`config.mk`:
```
export PLATFORM = sky130hd
export DESIGN_NAME = store_monitor
export DESIGN_NICKNAME = d
export VERILOG_FILES = /design/src/rtl/store_monitor.sv
export SDC_FILE = /design/constraint.sdc
export NUM_CORES = 1
export LEC_CHECK = 0
export BUFFER_PORTS_ARGS = -buffer_cell sky130_fd_sc_hd__buf_2
export CORE_ASPECT_RATIO = 1.5
export CORE_MARGIN = 2
export CORE_UTILIZATION = 30
export CTS_CLUSTER_DIAMETER = 30
export DETAILED_ROUTE_END_ITERATION = 10
export GPL_TIMING_DRIVEN = 0
export PLACE_DENSITY = 0.53
export SETUP_SLACK_MARGIN = 0.3
export SKIP_LAST_GASP = 1
export SYNTH_ARGS = -nofsm -noshare
export SYNTH_HDL_FRONTEND = slang
export SYNTH_SLANG_ARGS = --single-unit
```
`constraint.sdc`:
```
create_clock -name clk -period 7.5 [get_ports clk]
set_input_delay 2.25 -clock clk [delete_from_list [all_inputs] [get_ports clk]]
set_output_delay 2.25 -clock clk [all_outputs]
set_load 0.03 [all_outputs]
```
`src/rtl/store_monitor.sv`:
```
// rtl/store_monitor.sv - ordered store checker with ignore window, timeout and sticky pass/fail
module store_monitor #(
    parameter int DATA_W  = 32,
    parameter int ADDR_W  = 32,
    parameter int N_EXP   = 4,
    parameter int TIMEOUT = 10000,
    localparam int IDX_W  = (N_EXP > 1) ? $clog2(N_EXP) : 1
) (
    input  logic              clk,
    input  logic              reset,
    input  logic              cfg_we,
    input  logic [IDX_W-1:0]  cfg_idx,
    input  logic [ADDR_W-1:0] cfg_adr,
    input  logic [DATA_W-1:0] cfg_data,
    input  logic [ADDR_W-1:0] ign_base,
    input  logic [ADDR_W-1:0] ign_mask,
    input  logic              start,
    input  logic              mem_write,
    input  logic [ADDR_W-1:0] data_adr,
    input  logic [DATA_W-1:0] write_data,
    output logic              busy,
    output logic              pass,
    output logic              fail,
    output logic [1:0]        fail_code,
    output logic [4:0]        match_cnt,
    output logic [ADDR_W-1:0] fail_adr,
    output logic [DATA_W-1:0] fail_data,
    output logic [23:0]       cycle_cnt
);

    typedef enum logic [1:0] {S_IDLE, S_ARMED, S_PASSED, S_FAILED} stateType;

    localparam int             TBL_N       = 1 << IDX_W;
    localparam logic [IDX_W:0] N_EXP_IDX   = (IDX_W + 1)'(N_EXP);
    localparam logic [4:0]     N_EXP_CNT   = 5'(N_EXP);
    localparam logic [23:0]    TIMEOUT_CNT = 24'(TIMEOUT);
    localparam logic [1:0]     CODE_NONE   = 2'b00;
    localparam logic [1:0]     CODE_ADR    = 2'b01;
    localparam logic [1:0]     CODE_DATA   = 2'b10;
    localparam logic [1:0]     CODE_TMO    = 2'b11;

    stateType          state, stateNext;
    logic [4:0]        matchCnt, matchNext, matchInc;
    logic [23:0]       cycleCnt, cycleNext;
    logic [1:0]        failCode, codeNext;
    logic [ADDR_W-1:0] failAdr, failAdrNext;
    logic [DATA_W-1:0] failData, failDataNext;
    logic              tableWe, runEnded, storeIgnored;
    logic [ADDR_W-1:0] curAdr;
    logic [DATA_W-1:0] curData;

    // Table is deliberately left out of reset; software reprograms it after reset.
    logic [ADDR_W-1:0] expAdr  [TBL_N];
    logic [DATA_W-1:0] expData [TBL_N];

    assign storeIgnored = (ign_mask != '0) && ((data_adr & ign_mask) == (ign_base & ign_mask));
    assign curAdr       = expAdr[matchCnt[IDX_W-1:0]];
    assign curData      = expData[matchCnt[IDX_W-1:0]];
    assign matchInc     = (matchCnt == 5'd31) ? matchCnt : matchCnt + 5'd1;

    always_comb begin
        stateNext    = state;
        matchNext    = matchCnt;
        cycleNext    = cycleCnt;
        codeNext     = failCode;
        failAdrNext  = failAdr;
        failDataNext = failData;
        tableWe      = 1'b0;
        runEnded     = 1'b0;
        unique case (state)
            S_IDLE: begin
                tableWe = cfg_we && ({1'b0, cfg_idx} < N_EXP_IDX);
                if (start) begin
                    stateNext    = S_ARMED;
                    matchNext    = '0;
                    cycleNext    = '0;
                    codeNext     = CODE_NONE;
                    failAdrNext  = '0;
                    failDataNext = '0;
                end
            end
            S_ARMED: begin
                cycleNext = (cycleCnt == '1) ? cycleCnt : cycleCnt + 24'd1;
                if (mem_write && !storeIgnored) begin
                    if (data_adr != curAdr) begin
                        stateNext    = S_FAILED;
                        codeNext     = CODE_ADR;
                        failAdrNext  = data_adr;
                        failDataNext = write_data;
                        runEnded     = 1'b1;
                    end else if (write_data != curData) begin
                        stateNext    = S_FAILED;
                        codeNext     = CODE_DATA;
                        failAdrNext  = data_adr;
                        failDataNext = write_data;
                        runEnded     = 1'b1;
                    end else begin
                        matchNext = matchInc;
                        if (matchInc == N_EXP_CNT) begin
                            stateNext = S_PASSED;
                            runEnded  = 1'b1;
                        end
                    end
                end
                // A store that ends the run on the timeout cycle takes precedence.
                if (!runEnded && cycleNext >= TIMEOUT_CNT) begin
                    stateNext = S_FAILED;
                    codeNext  = CODE_TMO;
                end
            end
            default: begin
            end
        endcase
    end

    always_ff @(posedge clk) begin
        if (!reset) begin
            state    <= S_IDLE;
            matchCnt <= '0;
            cycleCnt <= '0;
            failCode <= CODE_NONE;
            failAdr  <= '0;
            failData <= '0;
        end else begin
            state    <= stateNext;
            matchCnt <= matchNext;
            cycleCnt <= cycleNext;
            failCode <= codeNext;
            failAdr  <= failAdrNext;
            failData <= failDataNext;
        end
    end

    always_ff @(posedge clk) begin
        if (reset && tableWe) begin
            expAdr[cfg_idx]  <= cfg_adr;
            expData[cfg_idx] <= cfg_data;
        end
    end

    assign busy      = (state == S_ARMED);
    assign pass      = (state == S_PASSED);
    assign fail      = (state == S_FAILED);
    assign fail_code = failCode;
    assign match_cnt = matchCnt;
    assign cycle_cnt = cycleCnt;
    assign fail_adr  = failAdr;
    assign fail_data = failData;

endmodule

```
==> impl_results.md <==
- Worst path required time: about 8 ns
- Setup violations, final: 0
- Synth top area cells: edfxtp_1 (50%), dfxtp_1 (13%), mux4_2 (9.5%)
- Total number of yosys warnings: 0
- Vias in the first global route: 11000
- Num rows: a little over 100
- # Max-Cap Violations: 0
- Synth cell count leaders: edfxtp_1 (256), dfxtp_1 (99), nor2b_1 (75)
- GR Util All Layers: approximately 19%
- Cell depth of the worst flop-to-flop path: 12
- Max Clock Freq: roughly 200 MHz
- Core region area: 50400 sq um
- CP Cell Sequence: buf_2 -> xor2_1 -> a22o_1 -> a221oi_1 -> o2111ai_1 -> o31a_1 -> a21oi_1 -> nor2_1 -> clkbuf_1 -> a22oi_1 -> nor2b_1
- Antenna Violating Nets Remaining: 0
- Drt pass-1 iters: 5
- # IOs: a little under 300
- Worst skew pair latency: ~0.60 ns
- Initial DRC Count: around 590
- Post-Syn Area per Cell: around 15 sq um
- Die area: between 50000 and 60000 sq um
- Final core occ: between 40 and 50%
- Met3 Use GR: ~5.2%
- Worst min path class: register to register
- Nets@finish: roughly 1600
- Largest area contributor in the netlist: edfxtp_1
- Outcome: finished, final reports clean
- Layout area overhead: 33.2%
- Power Density: roughly 290 nW/um^2
- Starting Density: 30.2%
- Post-synth EDFFs: 256
- CP peak stage delay: approximately 0.78 ns
- VDD IR-drop max: 193 uV
- Gr ovfl total: 0
- RSZ-0062 raised after global routing: no
- Fin crit period: ~5 ns
- Post-CTS Repair Setup Buffers: 0
- Post-CTS Resized: 0
- Worst Path Buf+Inv: 2
- Synth top area share: approximately half
- CTS HTree Levels: 3
- Final Hold Fails: 0
- CP Launch Type: input pin
- Gpl congestion: around 0.91
- Post-Route Skew: about 0.021 ns
- Worst slew margin: around 37%
- Most frequent cell after synthesis: edfxtp_1
- Count of hold buffers inserted by post-cts repair: 0
- Leakage: about 7.4 nW
- Period utilisation layout: 66.6%
- Fin Setup TNS: 0 ns
- CP delay by family, top: compound AO/OA/AOI/OAI gates
- Mapped Cells: 999
- Routed via count: slightly above 10000
- Crit path launch: data_adr[26]
- Post-Route WL: 50900 um
- Die Span X: 188 um
- Setup ws final: ~2.5 ns
- First-pass GRT wire length: ~73000 um
- Crit path DAT: between 5 and 6 ns
- Share of layout cells above drive strength 1: between 30% and 40%
- Num CTS Buffers: 71
- Routed length per instance: 24.2 um
- Hpwl dp: 38200 um
- Worst reg-to-reg setup slack: slightly above 3 ns
- GRT busiest layer: met2
- Clock transition at the registers of the reported paths: roughly 0.050 ns
- Cell Area, Synth: about 15000 sq um
- Design Power: a little under 6 mW
- CTS root buffer: clkbuf_16
- Worst-case clock buffer depth: 3
- Largest net degree at the start of global routing: slightly above 50
- Initial antenna violation count: 9
- Worst path depth: 11
- Asr flop ratio synth: 0%
- Die Span Y: 280 um
- Met1 GRT Util: roughly 22%
- CTS Sinks: 355
- GR met2 Demand/Resource: between 30% and 40%
- CP max-delay cell: nor2_1
- Worst slew pin tran: 0.940 ns
- Vias per Instance: about 5
- Crit path to: fail_data[21]
- Reg2reg end: fail_data[21]
- Pre-CTS setup slack: around 1.7 ns
- IO Port Bufs: about 300
- Fin. max-slew vios: 0
- DRC Markers: 0
- Yosys reg bits: between 300 and 400
- Sequential-to-total area share from yosys stat: a little under two thirds
- Distinct cell type count after synthesis: 66
- CP max FO: 10
- Critical path class: input pin to register
- Syn Nets: between 1000 and 1500
- CTS tree: yes
- Post-synth top flop: edfxtp_1
- CP Capture Type: register
how the worst min path moves through the flow:
stage	startpoint	to	slack, ns	cells past startpoint
after floorplan	state[1]	state[1]	0.56	1
after global placement	fail_code[0]	fail_code[0]	0.45	2
after detailed placement	fail_code[0]	fail_code[0]	0.47	2
after CTS	fail_code[0]	fail_code[0]	0.47	2
after global routing	fail_code[0]	fail_code[0]	0.50	2
final	fail_code[1]	fail_code[1]	0.47	2
metrics by stage:
| stage | hold WS (ns) | cell area [sq um] | std cells |
|---|---|---|---|
| floorplan | 0.565 | 15200 | 999 |
| global placement | 0.451 | 17500 | 1963 |
| detailed placement | 0.467 | 17800 | 1975 |
| CTS | 0.473 | 20300 | 2106 |
| global route | 0.502 | 20300 | 2106 |
| finish | 0.469 | 20300 | 2107 |
cell families after synthesis:
| group | synth area share, % |
|---|---|
| compound gates | 8.31 |
| xor+xnor | 6.44 |
| fa+ha+maj | 0.164 |
| buf+inv | 2.20 |
| flops | 63.5 |
| mux | 9.87 |
| simple gates | 9.51 |
final cells by class:
cell class	instances	area [sq um]
fill	4736	30100
multi-input combinational	587	5260
inverter	5	18.8
sequential	355	9670
clock inverter	53	619
tap	669	837
clock buffer	78	1840
buffer	52	317
antenna	1	2.50
timing repair buffer	307	1720
power by group:
group / internal, mW / total, mW / switching, mW
combinational: 0.164 / 0.465 / 0.301
clock: 2.09 / 3.21 / 1.12
sequential: 2.16 / 2.18 / 0.0215
total: 4.42 / 5.86 / 1.44
layout by cell type, fill, tap and decap left out, types with 17 or more instances in the layout:
cell type,netlist,final
a22oi_1,43,43
nor2b_1,75,75
clkbuf_16,0,72
clkbuf_1,21,25
dfxtp_1,99,99
nand4_1,32,32
edfxtp_1,256,256
o21ai_0,17,17
a22oi_2,30,30
nand2_1,40,40
xnor2_1,70,70
mux4_2,64,64
xor2_1,42,42
nor2_1,27,25
buf_2,14,309
tightest hold or removal path: stages, from the launching register on:
cell     delay (ns)
dfxtp_1        0.30
nand2_1        0.05
mux2i_1        0.06
flip-flops by register name, indices dropped and copies added, names as in the netlist, named ones only:
signal	cells
expAdr	128
match_cnt	5
state	2
cycle_cnt	24
fail_adr	32
expData	128
fail_code	2
fail_data	32
metal layers:
metal	up-vias	part of all wire [%]
met4	10	2.4
li1	4702	-
met3	83	7.0
met1	5086	38
met2	402	52
met5	-	0.12
No activity file was read; power rests on OpenSTA's default activity.
